--- config.mk ---
export PLATFORM = sky130hd
export DESIGN_NAME = if_fetch_unit
export DESIGN_NICKNAME = d
export VERILOG_FILES = /design/src/rtl/if_fetch_unit_pkg.sv /design/src/rtl/if_fetch_unit_if_id_reg.sv /design/src/rtl/if_fetch_unit.sv
export SDC_FILE = /design/constraint.sdc
export NUM_CORES = 1
export LEC_CHECK = 0
export BUFFER_PORTS_ARGS = -buffer_cell sky130_fd_sc_hd__clkbuf_2
export CAP_MARGIN = 40
export CORE_MARGIN = 5
export CORE_UTILIZATION = 39
export CTS_CLUSTER_SIZE = 28
export DETAILED_ROUTE_END_ITERATION = 12
export GPL_TIMING_DRIVEN = 0
export HOLD_SLACK_MARGIN = 0.15
export PLACE_DENSITY = 0.67
export SYNTH_ARGS = -nofsm -noshare
export SYNTH_HDL_FRONTEND = slang
export SYNTH_SLANG_ARGS = --single-unit
--- constraint.sdc ---
create_clock -name clk -period 3.06 [get_ports clk]
set_input_delay 0.153 -clock clk [delete_from_list [all_inputs] [get_ports clk]]
set_output_delay 0.153 -clock clk [all_outputs]
set_load 0.1 [all_outputs]
--- src/rtl/if_fetch_unit_pkg.sv ---
// rtl/if_fetch_unit_pkg.sv - shared cpu constants and the IF/ID pipeline record
package if_fetch_unit_pkg;

  localparam logic [31:0] CPU_RESET_PC  = 32'h0000_0000;
  localparam int          CPU_IMEM_AW   = 11;
  localparam logic [31:0] CPU_NOP_INSTR = 32'h0000_0000;

  typedef struct packed {
    logic [31:0] instr;
    logic [31:0] pc;
    logic [31:0] pc4;
    logic        valid;
    logic        fetch_err;
  } if_id_t;

  function automatic if_id_t if_id_bubble(input logic [31:0] nop);
    if_id_t b;
    b.instr     = nop;
    b.pc        = '0;
    b.pc4       = '0;
    b.valid     = 1'b0;
    b.fetch_err = 1'b0;
    return b;
  endfunction

endpackage

--- src/rtl/if_fetch_unit_if_id_reg.sv ---
// rtl/if_fetch_unit_if_id_reg.sv - inter-stage pipeline register with hold and bubble controls
module if_id_reg
  import if_fetch_unit_pkg::*;
#(
  parameter logic [31:0] NOP_INSTR = CPU_NOP_INSTR
) (
  input  logic   clk,
  input  logic   rst_n,
  input  logic   hold,
  input  logic   bubble,
  input  if_id_t d,
  output if_id_t q
);

  if_id_t reg_q;
  if_id_t reg_d;

  // bubble outranks hold so a squash still lands while the stage is stalled
  always_comb begin
    reg_d = reg_q;
    if (bubble)     reg_d = if_id_bubble(NOP_INSTR);
    else if (!hold) reg_d = d;
  end

  always_ff @(posedge clk or negedge rst_n) begin
    if (!rst_n) reg_q <= if_id_bubble(NOP_INSTR);
    else        reg_q <= reg_d;
  end

  assign q = reg_q;

endmodule

--- src/rtl/if_fetch_unit.sv ---
// rtl/if_fetch_unit.sv - PC owner and instruction fetch into the IF/ID register
module if_fetch_unit
  import if_fetch_unit_pkg::*;
#(
  parameter logic [31:0] RESET_PC  = CPU_RESET_PC,
  parameter int          IMEM_AW   = CPU_IMEM_AW,
  parameter logic [31:0] NOP_INSTR = CPU_NOP_INSTR
) (
  input  logic               clk,
  input  logic               rst_n,
  output logic [IMEM_AW-1:0] imem_addr,
  input  logic [31:0]        imem_instr,
  input  logic               stall,
  input  logic               flush,
  input  logic               redir_valid,
  input  logic [31:0]        redir_target,
  output logic [31:0]        id_instr,
  output logic [31:0]        id_pc,
  output logic [31:0]        id_pc4,
  output logic               id_valid,
  output logic               id_fetch_err,
  output logic [31:0]        fetch_count
);

  localparam logic [32:0] FETCH_SPAN = 33'(4) << IMEM_AW;

  logic [31:0] pc_q, pc_d;
  logic [31:0] fetch_count_q, fetch_count_d;
  logic [31:0] pc_off;
  logic [31:0] pc_plus4;
  logic        bad_pc;
  logic        do_fetch;
  logic        bubble;
  if_id_t      if_id_d, if_id_q;

  assign pc_off    = pc_q - RESET_PC;
  assign pc_plus4  = pc_q + 32'd4;
  assign imem_addr = pc_off[IMEM_AW+1:2];
  assign bad_pc    = (pc_q[1:0] != 2'b00) || ({1'b0, pc_off} >= FETCH_SPAN);

  assign bubble   = redir_valid || flush;
  assign do_fetch = !bubble && !stall;

  always_comb begin
    pc_d = pc_q;
    if (redir_valid)  pc_d = redir_target;
    else if (flush)   pc_d = pc_plus4;
    else if (!stall)  pc_d = pc_plus4;
  end

  assign fetch_count_d = do_fetch ? fetch_count_q + 32'd1 : fetch_count_q;

  // a bad PC still produces a valid slot so decode can raise the fault in order
  always_comb begin
    if_id_d.instr     = bad_pc ? NOP_INSTR : imem_instr;
    if_id_d.pc        = pc_q;
    if_id_d.pc4       = pc_plus4;
    if_id_d.valid     = 1'b1;
    if_id_d.fetch_err = bad_pc;
  end

  always_ff @(posedge clk or negedge rst_n) begin
    if (!rst_n) begin
      pc_q          <= RESET_PC;
      fetch_count_q <= '0;
    end else begin
      pc_q          <= pc_d;
      fetch_count_q <= fetch_count_d;
    end
  end

  if_id_reg #(.NOP_INSTR(NOP_INSTR)) u_if_id_reg (
    .clk    (clk),
    .rst_n  (rst_n),
    .hold   (stall),
    .bubble (bubble),
    .d      (if_id_d),
    .q      (if_id_q)
  );

  assign id_instr     = if_id_q.instr;
  assign id_pc        = if_id_q.pc;
  assign id_pc4       = if_id_q.pc4;
  assign id_valid     = if_id_q.valid;
  assign id_fetch_err = if_id_q.fetch_err;
  assign fetch_count  = fetch_count_q;

endmodule
---- After elaboration in Yosys (flattened, before gate mapping) ----
Cells that the tools add are included.
cells by class
  $add $sub $neg .......................... 2
  order comparisons ....................... 1
  eq/ne operators ......................... 2
  mux-type cells .......................... 6
  reduce and logical (&&, ||, !) cells .... 6
operators by type and width
  kind                     number
  $mux W98                 2
  $mux W32                 4
  $add A32 B1 Y32 const B  1
  $add A32 B3 Y32 const B  1
  $ge A32 B14 Y1 const B   1
  $ne A3 B1 Y1 const B     1
  $logic_not A1 Y1         2
  $logic_or A1 B1 Y1       2
  $ne A2 B1 Y1 const B     1
  $reduce_bool A2 Y1       1
  $logic_and A1 B1 Y1      1
storage, ports and cells
  bits in registers ....................... 162
  input port bits ......................... 69
  output and inout port bits .............. 141
  logic and storage cells ................. 24

---- Longest topological paths before layout ----
  word-level depth ........................ 5
  depth in mapped cells ................... 8
  mapped depth without buffers ............ 6

---- Hierarchy ----
Synthesis repeated with hierarchy kept, for this count alone.
unflattened totals
  cells, all modules ...................... 807
  area, all modules ....................... 8247.9 um2
by module, submodules not included
  module         instances  cells an instance  area each (um2)  sequential area each (um2)
  if_fetch_unit  1          491                4299.1           1601.5
  if_id_reg      1          316                3948.8           2452.4

---- Worst setup path before layout ----
OpenSTA, ideal clock, no wires.
  kind .................................... flip-flop to flip-flop
  start point ............................. register fetch_count_q[2] (netlist: fetch_count[2])
  end point ............................... register fetch_count_q[31] (netlist: fetch_count[31])
  library setup time ...................... 0.161 ns
  arrival ................................. 2.269 ns
  data required time ...................... 2.899 ns
  path slack .............................. 0.630 ns
  stages on the path, launching flop included .. 7
  buffers on the path ..................... 1
  period minus slack after synthesis ...... 2.430 ns
  cell sequence ........................... dfrtp_1 nor4b_4 nand4_2 or3_1 clkbuf_1 nor2_1 xor2_1
between the ends
  longest elaborated chain between the ends .. 1
ends and longest elaborated chain
  element                 line                 text
  start, declared         if_fetch_unit.sv:28  logic [31:0] fetch_count_q, fetch_count_d;
  start signal, assigned  if_fetch_unit.sv:68  fetch_count_q <= fetch_count_d;
  $add A32 B1 Y32         if_fetch_unit.sv:51  assign fetch_count_d = do_fetch ? fetch_count_q + 32'd1 : fetch_count_q;
No other way between the ends.
A chain may end at the register's enable or synchronous reset.

---- Worst setup path in the final report ----
  start point ............................. input port stall
  end point ............................... register u_if_id_reg.reg_q, in the netlist u_if_id_reg.q[53]
between the ends
  longest elaborated chain between the ends .. 1
ends and longest elaborated chain
  element                        line                           text
  start, declared                if_fetch_unit.sv:13            input logic stall,
  $ne A2 B1 Y1 (no source line)  --
  end signal, assigned           if_fetch_unit_if_id_reg.sv:26  if (!rst_n) reg_q <= if_id_bubble(NOP_INSTR);
  end signal, assigned           if_fetch_unit_if_id_reg.sv:27  else reg_q <= reg_d;
  end, declared                  if_fetch_unit_if_id_reg.sv:15  if_id_t reg_q;
No other way between the ends.

==> flow_metrics.env <==
export IMPL_cp_common_cell="clkbuf_1"
export IMPL_postCtsSetupBuffers=0
export IMPL_rsz0062_at_grt="no"
export IMPL_start_util_pct=39.3
export IMPL_ys_flop_type="dfrtp_1"
export IMPL_path_clk_slew_ns=0.06
export IMPL_die_area_um2=21500
export IMPL_via_count=6205
export IMPL_swShare_pct=35.2
export IMPL_combinationalPowerShare_pct=22.3
export IMPL_final_net_count=1049
export IMPL_area_growth_pct=35.5
export IMPL_first_pass_iters=4
export IMPL_setup_viol=0
export IMPL_yosysUniqueCellTypes=40
export IMPL_fin_util_pct=53.2
export IMPL_vias_per_cell=5.07
export IMPL_hp_class="input port to flip-flop"
export IMPL_criticalPathCategory="input port to flip-flop"
export IMPL_path_cells="dlygate4sd3_1 > clkbuf_2 > nor3b_1 > clkbuf_1 > clkbuf_1 > clkbuf_1 > nand2_1 > o21ai_0"
export IMPL_syn_inst=681
export IMPL_powerDensity_nw_per_um2=558
export IMPL_async_reset_ff_share_pct=100
export IMPL_grt_pass1_wl_um=35000
export IMPL_grt_pass1_vias=6309
export IMPL_cp_max_fo=10
export IMPL_cts_root_buf="clkbuf_16"
export IMPL_synth_edf_count=0
export IMPL_post_cts_resized=0
export IMPL_top_level_ports=210
export IMPL_layout_common_cells="211 x clkbuf_2, 160 x dfrtp_1, 99 x nand2_1, 66 x dlygate4sd3_1, 60 x a22o_1"
export IMPL_overflow=0
export IMPL_core_area_um2=18500
export IMPL_ys_warn_count=0
export IMPL_period_share_pct=78.7
export IMPL_wl_per_cell_um=18.0
export IMPL_fillers=1675
export IMPL_antenna_diode_count=0
export IMPL_mostFrequentLayoutCell="clkbuf_2"
export IMPL_drive_above_1_share_pct=30.0
export IMPL_hold_violations=0
export IMPL_syn_avg_cell_area_um2=10.7
export IMPL_slowest_delay_ns=0.57
export IMPL_synth_area_um2=7280
export IMPL_vdd_drop_max_mv=0.371
export IMPL_tightest_slew_ns=0.813
export IMPL_p_clk_share_pct=35.7
export IMPL_grt_max_degree=91
export IMPL_drt_iter0_markers=346
export IMPL_syn_nets=753
export IMPL_row_count=50
export IMPL_fin_tns_setup_ns=0
export IMPL_portBuffers=209
export IMPL_cts_tree="done"
export IMPL_arrival_ns=2.75
export IMPL_power_frac_seq_pct=42.0
export IMPL_crit_slowest_cell="clkbuf_1"
export IMPL_crit_path_end_kind="flip-flop"
export IMPL_startpoint_type="input port"
export IMPL_fmax_mhz=415
export IMPL_die_h_um=147
export IMPL_place_gp_congestion=0.888
export IMPL_skew_ns=0.0198
export IMPL_p_int_mw=3.56
export IMPL_status="finished, final reports clean"
export IMPL_grt_use_total_pct=20.7
export IMPL_drc=0
export IMPL_synth_area_leaders="dfrtp_1 55%, a22o_1 7.2%, xnor2_1 5.5%"
export IMPL_cts_buffer_depth=2
export IMPL_antenna_found_initial=0
export IMPL_synth_seq_cells=160
export IMPL_fin_crit_ns=2.41
export IMPL_finalWirelength_um=22100
export IMPL_final_antenna_net_count=0
export IMPL_cts_buffers=17
export IMPL_place_hpwl_um=15800
export IMPL_p_leak_nw=4.77
export IMPL_dieWidth_um=147
export IMPL_crit_required_ns=3.40
export IMPL_htreeDepth=4
export IMPL_hold_buffers=66
export IMPL_synth_top_area_share_pct=55.0
export IMPL_p_sw_mw=1.94
export IMPL_clock_sinks=160
export IMPL_dp_slack_ns=0.658
export IMPL_fin_ws_ns=0.651
export IMPL_clk_latency_ns=0.43
export IMPL_synth_top_area_cell="dfrtp_1"
export IMPL_ys_seq_area_share_pct=55.0
export IMPL_drv_slew=0
export IMPL_slew_headroom_pct=45.4
export IMPL_cap_violations=0
final timing paths:
check	startpoint	endpoint	slack, ns	cells past startpoint
setup / recovery	stall	u_if_id_reg.q[53]$_DFFE_PN0P_	0.65	8
hold / removal	flush	u_if_id_reg.q[1]$_DFFE_PN0P_	0.15	3
setup reg to reg	pc_q[2]$_DFFE_PN0N_	u_if_id_reg.q[30]$_DFFE_PN0P_	0.78	7
hold reg to reg	u_if_id_reg.q[37]$_DFFE_PN0P_	u_if_id_reg.q[37]$_DFFE_PN0P_	0.48	2
max in group asynchronous	rst_n	u_if_id_reg.q[27]$_DFFE_PN0P_	1.94	3
min in group asynchronous	rst_n	fetch_count[17]$_DFFE_PN0P_	0.28	2
registers in the layout, summed over array words and instances, names as in the netlist:
signal / cells
pc_q: 32
fetch_count: 32
u_if_id_reg.q: 96
routing by layer:
layer / GRT usage, % / wire length (µm) / vias up
met1: 27.6 / 9850 / 2995
met5: 0 / 0 / -
met4: 7.34 / 528 / 0
met2: 33.2 / 10400 / 211
met3: 4.84 / 1280 / 38
li1: - / - / 2961
cells by family (layout without fill, tap and decap cells):
kind of cell             after synthesis  after routing  share of synthesized area [%]
adder cells (fa/ha/maj)                3              3                          0.516
AO/OA/AOI/OAI                        129            129                           12.1
XOR/XNOR                              83             83                           9.99
multiplexers                           4              4                          0.602
flip-flops                           160            160                           55.0
AND/OR/NAND/NOR                      231            231                           16.9
buffers and inverters                 71            380                           4.85
per-stage QoR:
| stage | area [µm²] | hold slack, ns | power [mW] | instances |
|---|---|---|---|---|
| after detailed placement | 8660 | 0.212 | 3.52 | 1126 |
| after global routing | 9860 | 0.188 | 5.73 | 1224 |
| after global placement | 8620 | 0.366 | 3.50 | 1124 |
| after floorplan | 7280 | -0.143 | 3.21 | 681 |
| after CTS | 9860 | 0.153 | 5.56 | 1224 |
| final | 9860 | 0.153 | 5.50 | 1224 |
power by group through the flow:
stage / sequential (mW) / clock, mW / combinational [mW]
after floorplan: 2.76 / 0 / 0.451
after global placement: 2.35 / 0 / 1.15
after detailed placement: 2.35 / 0 / 1.16
after CTS: 2.31 / 2.01 / 1.24
after global routing: 2.33 / 2.11 / 1.30
final: 2.31 / 1.96 / 1.23
final cells by class:
class / count / area [µm²] / area share (%)
Buffer: 63 / 323 / 3.27
Multi-Input combinational cell: 450 / 2920 / 29.6
Inverter: 8 / 30.0 / 0.305
Sequential cell: 160 / 4000 / 40.6
Timing Repair Buffer: 277 / 1750 / 17.8
Tap cell: 234 / 293 / 2.97
Clock buffer: 17 / 425 / 4.32
Clock inverter: 15 / 111 / 1.13
critical path: cells and delay by family:
| family | cells | cell delay, ns |
|---|---|---|
| buffers and inverters | 5 | 2.19 |
| and+or+nand+nor | 2 | 0.30 |
| AOI/OAI and AO/OA | 1 | 0.10 |
cell usage after synthesis, types with 3 or more instances:
library cell  count
nor4_1            8
nand4_1          23
nor4_4            3
ha_1              3
nor3_1            9
nor4_2            3
nand3_1          21
or2_2             3
o22ai_1           4
nor2_1           28
buf_4            15
xor2_1           37
o21ai_1           9
xnor2_1          46
clkbuf_2          3
buf_2            15
a22o_1           60
o21ai_0          50
dfrtp_1         160
inv_1             8
nand2_1          99
and4_1            6
and3_1            8
or3_1             5
a21oi_1           4
clkbuf_1         29
nor3_2            4
mux2_2            3
No activity file was read; power rests on OpenSTA's default activity.
